===== config.mk =====
export PLATFORM = sky130hd
export DESIGN_NAME = opcode_dispatch
export DESIGN_NICKNAME = d
export VERILOG_FILES = /design/src/rtl/fp_pkg.sv /design/src/rtl/timeout_ctr.sv /design/src/rtl/opcode_dispatch.sv
export SDC_FILE = /design/constraint.sdc
export NUM_CORES = 1
export LEC_CHECK = 0
export CAP_MARGIN = 20
export CELL_PAD_IN_SITES_DETAIL_PLACEMENT = 1
export CELL_PAD_IN_SITES_GLOBAL_PLACEMENT = 2
export CORE_MARGIN = 8
export CORE_UTILIZATION = 30
export DETAILED_ROUTE_END_ITERATION = 6
export HOLD_SLACK_MARGIN = 0.03
export PLACE_DENSITY = 0.83
export SLEW_MARGIN = 10
export SYNTH_ARGS = -nofsm -noshare
export SYNTH_HDL_FRONTEND = slang
export SYNTH_SLANG_ARGS = --single-unit

===== constraint.sdc =====
create_clock -name clk -period 2.4 [get_ports clk]
set_input_delay 0.48 -clock clk [delete_from_list [all_inputs] [get_ports clk]]
set_output_delay 0.48 -clock clk [all_outputs]
set_load 0.02 [all_outputs]

===== src/rtl/fp_pkg.sv =====
// Shared opcode and dispatch-state definitions for the FP command path.
package fp_pkg;

    typedef logic [2:0] opcode_t;

    localparam opcode_t OP_NOP = 3'b000;

    typedef enum logic [2:0] {
        IDLE,
        FETCH,
        CAPTURE,
        ISSUE,
        WAIT_DONE
    } dispatch_state_t;

endpackage


===== src/rtl/timeout_ctr.sv =====
// Cycle counter for the completion wait; expired is high in the cycle the
// count sits at TIMEOUT-1, so the wait lasts exactly TIMEOUT cycles.
module timeout_ctr #(
    parameter int TIMEOUT = 16
) (
    input  logic clk,
    input  logic rst,
    input  logic clear,
    input  logic run,
    output logic expired
);

    localparam int W = (TIMEOUT > 2) ? $clog2(TIMEOUT) : 1;
    localparam logic [W-1:0] LAST = W'(TIMEOUT - 1);

    logic [W-1:0] count;

    // NOTE: state registers use non-blocking assignments so every flop samples pre-edge values.
    always_ff @(posedge clk) begin
        if (rst) begin
            count   <= '0;
            expired <= 1'b0;
        end else if (clear) begin
            count   <= '0;
            expired <= 1'b0;
        end else if (run) begin
            count   <= count + W'(1);
            expired <= ((count + W'(1)) == LAST);
        end
    end

endmodule


===== src/rtl/opcode_dispatch.sv =====
// Drains one opcode at a time from the opcode FIFO and issues it to the FP
// unit, waiting for completion (or timeout) before fetching the next.
module opcode_dispatch
    import fp_pkg::*;
#(
    parameter int TIMEOUT = 16,
    parameter int CNT_W   = 8
) (
    input  logic             clk,
    input  logic             rst,
    input  logic             enable,
    input  logic             fifo_empty,
    output logic             fifo_read,
    input  logic [2:0]       opcode_in,
    output logic             issue_valid,
    output logic [2:0]       issue_op,
    input  logic             issue_ready,
    input  logic             op_done,
    output logic             busy,
    output logic [CNT_W-1:0] dispatch_count,
    output logic             timeout_err
);

    dispatch_state_t state;
    dispatch_state_t state_next;
    opcode_t         op_reg;
    logic            expired;
    logic            timer_clear;
    logic            timer_run;

    assign timer_clear = (state == ISSUE) && issue_ready;
    assign timer_run   = (state == WAIT_DONE);

    timeout_ctr #(
        .TIMEOUT (TIMEOUT)
    ) u_timeout_ctr (
        .clk     (clk),
        .rst     (rst),
        .clear   (timer_clear),
        .run     (timer_run),
        .expired (expired)
    );

    always_ff @(posedge clk) begin
        if (rst) begin
            state <= IDLE;
        end else begin
            state <= state_next;
        end
    end

    // NOTE: defaulting state_next first keeps this block free of inferred latches.
    always_comb begin
        state_next = state;
        unique case (state)
            IDLE:      if (enable && !fifo_empty) state_next = FETCH;
            FETCH:     state_next = CAPTURE;
            CAPTURE:   state_next = (opcode_t'(opcode_in) == OP_NOP) ? IDLE : ISSUE;
            ISSUE:     if (issue_ready) state_next = WAIT_DONE;
            WAIT_DONE: if (op_done || expired) state_next = IDLE;
            default:   state_next = IDLE;
        endcase
    end

    // Completion takes priority over a simultaneous timer expiry.
    always_ff @(posedge clk) begin
        if (rst) begin
            op_reg         <= OP_NOP;
            dispatch_count <= '0;
            timeout_err    <= 1'b0;
        end else begin
            if (state == CAPTURE) begin
                op_reg <= opcode_in;
            end
            if (state == WAIT_DONE) begin
                if (op_done) begin
                    dispatch_count <= dispatch_count + CNT_W'(1);
                end else if (expired) begin
                    timeout_err <= 1'b1;
                end
            end
        end
    end

    always_comb begin
        fifo_read   = (state == FETCH);
        issue_valid = (state == ISSUE);
        issue_op    = (state == ISSUE) ? op_reg : OP_NOP;
        busy        = (state != IDLE);
    end

endmodule


## Yosys cells after proc, flatten, opt, wreduce, memory -nomap -nowiden

Cells that the tools add are included.
Widths: inputs -> output; s select.

- Flip-flop bits (word level): 20
- Latch bits: 0
- Memory bits (writable): 0
- Memory bits (read-only): 0
- Output and inout bits: 15
- Word-level logic and storage cells: 34
- Memories: 0

- Add/subtract/negate cells: 2
- Multipliers: 0
- Div/mod/pow operators: 0
- Order comparisons: 0
- Equality and inequality tests: 8
- Shift operators: 0
- Muxes and demuxes: 6
- Bitwise logic cells: 1
- Reductions and logical operators: 11

Operators with widths:

| operator | count |
|---|---|
| $pmux 3 s5 | 1 |
| $mux 3 | 4 |
| $add 8x1->8 const B | 1 |
| $eq 3x2->1 const B | 2 |
| $logic_not 3->1 | 2 |
| $reduce_and 3->1 | 2 |
| $add 4x1->4 const B | 1 |
| $eq 4x4->1 const B | 1 |
| $ne 2x1->1 const B | 2 |
| $eq 3x1->1 const B | 1 |
| $eq 3x3->1 const B | 1 |
| $reduce_bool 3->1 | 1 |
| $logic_and 1x1->1 | 2 |
| $mux 2 | 1 |
| $ne 2x2->1 const B | 1 |
| $reduce_and 2->1 | 1 |
| $reduce_or 2->1 | 1 |
| $logic_not 1->1 | 1 |
| $logic_or 1x1->1 | 1 |
| $not 1->1 | 1 |

## Longest topological paths before layout

- Word-level depth: 4
- Mapped depth: 6
- Depth with buffers taken out: 5

## Hierarchy

Synthesis repeated with hierarchy kept, for this count alone.

- Cells, all modules: 110
- Area total of the unflattened synthesis: 970.9 sq um

By module, submodules not included:

| module | times used | cells an instance | area an instance (sq um) | sequential area each (sq um) |
|---|---|---|---|---|
| opcode_dispatch | 1 | 83 | 724.4 | 300.3 |
| timeout_ctr | 1 | 27 | 246.5 | 100.1 |

## Least setup slack after synthesis

OpenSTA, ideal clock, no wires.

- Path type: reg2out
- Start point: reg state[0]
- End point: out issue_op[0]
- Arrival: 1.194 ns
- Slack: 0.726 ns
- Stages on the path, launching flop included: 5
- Buffers on the path: 2
- Cells stage by stage: dfxtp_1 > buf_2 > and3_1 > clkbuf_1 > and2_1

- Longest elaborated chain between the ends: 2

RTL lines:

| item | line | text |
|---|---|---|
| start, declared | opcode_dispatch.sv:24 | `dispatch_state_t state;` |
| start signal, assigned | opcode_dispatch.sv:48 | `state <= state_next;` |
| $eq 3x2->1 | n/a |  |
| net issue_valid | opcode_dispatch.sv:15 | `output logic issue_valid,` |
| $mux 3 | opcode_dispatch.sv:88 | `issue_op = (state == ISSUE) ? op_reg : OP_NOP;` |
| end, declared | opcode_dispatch.sv:16 | `output logic [2:0] issue_op,` |

The timed path passes the listed nets, and every way through them passes these cells.

## Final worst setup path

- Start point: reg state[0]
- End point: out fifo_read

- Longest elaborated chain between the ends: 1

RTL lines:

| item | line | text |
|---|---|---|
| $eq 3x1->1 | opcode_dispatch.sv:86 | `fifo_read = (state == FETCH);` |
| end, declared | opcode_dispatch.sv:13 | `output logic fifo_read,` |

Every way passes these cells.

==> results.sh <==
export IMPL_status="complete, no violations"
export IMPL_peakVddDrop_uv=224.4
export IMPL_drive_gt1_share_pct=8.955
export IMPL_tightest_slew_ps=476.2
export IMPL_coreArea_um2=3078
export IMPL_cts_hold_buf=0
export IMPL_start_util_pct=31.63
export IMPL_ys_seq_area_share_pct=41.13
export IMPL_postSynthCellCount=110
export IMPL_largestRegisters="dispatch_count: 8 flops, u_timeout_ctr.count: 4 flops"
export IMPL_antenna_found_initial=0
export IMPL_final_cell_mix="clkdlybuf4s50_1 (20), dfxtp_1 (19), nor2_1 (14)"
export IMPL_largest_register_ff_count=8
export IMPL_synth_distinct_cells=31
export IMPL_num_io_pins=24
export IMPL_die_w_um=72.96
export IMPL_grt_pass1_vias=902
export IMPL_hold_depth=2
export IMPL_drv_slew=0
export IMPL_syn_num_nets=122
export IMPL_end_kind="output port"
export IMPL_power_density_nw_per_um2=665.8
export IMPL_finalNonFillerCells=178
export IMPL_path_clk_slew_ps=120
export IMPL_yosys_warnings=0
export IMPL_drt_wl_total_um=2531
export IMPL_fillCellCount=370
export IMPL_rsz0062_at_grt="no"
export IMPL_viasPerCell=4.747
export IMPL_cp_start_kind="flop"
export IMPL_path_class="reg2out"
export IMPL_grt_use_met1_pct=10.46
export IMPL_cts_htree_levels=1
export IMPL_final_hold_violation_count=0
export IMPL_netlist_top_cells_area="dfxtp_1 (41%), xor2_1 (7.2%), nor2_1 (5.4%)"
export IMPL_rr_worst_depth=4
export IMPL_relSlewSlack_pct=67.98
export IMPL_synth_largest_area_cell="dfxtp_1"
export IMPL_synth_top_area_share_pct=41.13
export IMPL_hold_path_class="reg2reg"
export IMPL_first_pass_iters=4
export IMPL_crit_fanout=9
export IMPL_drtAntennaViolNets=0
export IMPL_setup_viol=0
export IMPL_synth_ff_latch_count=20
export IMPL_drtIter0Drc=19
export IMPL_fmax_mhz=428.9
export IMPL_num_rows=20
export IMPL_top_register="dispatch_count"
export IMPL_via_count=845
export IMPL_numCtsBuffers=3
export IMPL_grt_overflow=0
export IMPL_grt_pass1_wl_um=4181
export IMPL_hold_slack_ps=504.1
export IMPL_maxCapViolCount=0
export IMPL_wl_per_cell_um=14.22
export IMPL_area_growth_pct=33.68
export IMPL_layout_nets=147
export IMPL_clock_sinks=20
export IMPL_required_ps=1920
export IMPL_post_route_min_period_ps=2331
export IMPL_layout_commonest_cell="clkdlybuf4s50_1"
export IMPL_die_height_um=72.96
export IMPL_fin_skew_ps=5.019
export IMPL_grt_use_total_pct=9.782
export IMPL_grt_max_degree=12
export IMPL_reg2reg_from="state[1]"
export IMPL_reg2reg_setup_slack_ps=860
export IMPL_clock_path_buffers=2
export IMPL_worst_ep_arrival_time_ps=1850
export IMPL_placed_cells_incl_taps=174
export IMPL_finalSetupTns_ps=0
export IMPL_clkLatencyLatePin_ps=300
export IMPL_place_gp_congestion=0.7632
export IMPL_cts_tree="yes"
export IMPL_dieArea_um2=5323
export IMPL_hpwl_um=1966
export IMPL_power_mw=0.8664
export IMPL_finalCritPeriodShare_pct=97.14
export IMPL_met3_usage_pct=2.610
export IMPL_avgSynthCellArea_um2=8.849
export IMPL_min_delay_start="op_reg[2]"
export IMPL_clockRootBuffer="clkbuf_4"
export IMPL_rr_endpoint="state[0]"
export IMPL_netlist_area_um2=973.4
export IMPL_globalRoute_busiestLayer="met2"
export IMPL_hold_end="op_reg[2]"
export IMPL_met2_usage_pct=17.99
export IMPL_p_leak_nw=0.5371
export IMPL_cts_setup_buffers=0
export IMPL_antennaDiodeCount=0
export IMPL_post_route_drc_count=0
export IMPL_port_buffers=23
[Yosys cell counts]
cell and number:
dfxtp_1 20, nor2_1 14, xor2_1 8, nand2_1 7
inv_1 5, nand4_1 5, a21oi_1 4, and2_1 4
or3_1 4, buf_2 3, clkbuf_1 3, ha_1 3
mux2i_1 3, nand3_1 3, nor2b_1 3, a221oi_1 2
a22o_1 2, a31oi_1 2, and3_1 2, xnor2_1 2
a211oi_1 1, a211oi_2 1, a21o_1 1, and4_1 1
nand3b_1 1, nor2_2 1, nor3b_1 1, nor3b_4 1
nor4bb_1 1, o21ai_1 1, o31ai_1 1
[layout make-up]
| class | instances | area, µm² | share of cell area (%) |
|---|---|---|---|
| inverters | 5 | 18.77 | 1.442 |
| well taps | 44 | 55.05 | 4.231 |
| clock buffers | 4 | 36.28 | 2.788 |
| repair buffers | 26 | 260.3 | 20.00 |
| multi-input cells | 79 | 529.3 | 40.67 |
| flip-flops and latches | 20 | 401.6 | 30.87 |
[what timing repair did]
item | in CTS | in global routing
gates resized for setup | 1 | 4
endpoints found under the setup margin | 2 | 3
endpoints found under the hold margin | 0 | 0
[cell families (layout without fill, tap and decap cells)]
group	Yosys count	count (layout)	share of synthesized area, %
simple gates	48	48	27.25
flops	20	20	41.13
compound gates	15	15	11.05
buf+inv	11	35	4.627
xor+xnor	10	10	8.998
fa+ha+maj	3	3	3.856
mux	3	3	3.085
[report_power, final]
part           switching [mW]  internal (mW)  leakage (nW)
combinational           0.130          0.126         0.354
clock                   0.110         0.0924        0.0210
sequential             0.0454          0.363         0.162
total                   0.285          0.581         0.537
[critical path: stages, from the launching register on]
cell	delay (ps)
dfxtp_2	450
inv_1	90
or3_1	340
inv_1	70
clkdlybuf4s50_1	590
[stage by stage]
stage          worst slack [ps]  area [µm²]  utilization (%)
6_report                  68.67        1301            42.28
4_1_cts                   20.72        1292            41.99
2_1_floorplan             726.4       973.4                -
3_3_place_gp              366.1        1255            40.77
5_1_grt                   7.309        1301            42.28
3_5_place_dp              297.5        1255            40.77
[how the worst max path moves through the flow]
stage / from / depth (start not counted) / slack [ps] / endpoint
after floorplan: state[0] / 4 / 730 / issue_op[0]
after global placement: state[0] / 4 / 370 / fifo_read
final: state[0] / 4 / 70 / fifo_read
after CTS: state[2] / 4 / 20 / issue_op[0]
after global routing: state[0] / 4 / 7 / fifo_read
after detailed placement: state[0] / 4 / 300 / fifo_read
[routing by layer]
| metal | share of wire (%) | routed length, µm |
|---|---|---|
| met3 | 3.3 | 83 |
| met2 | 52 | 1312 |
| met1 | 45 | 1128 |
| met4 | 0.24 | 6 |
| met5 | 0 | 0 |
Power figures use the tool's default switching activity.
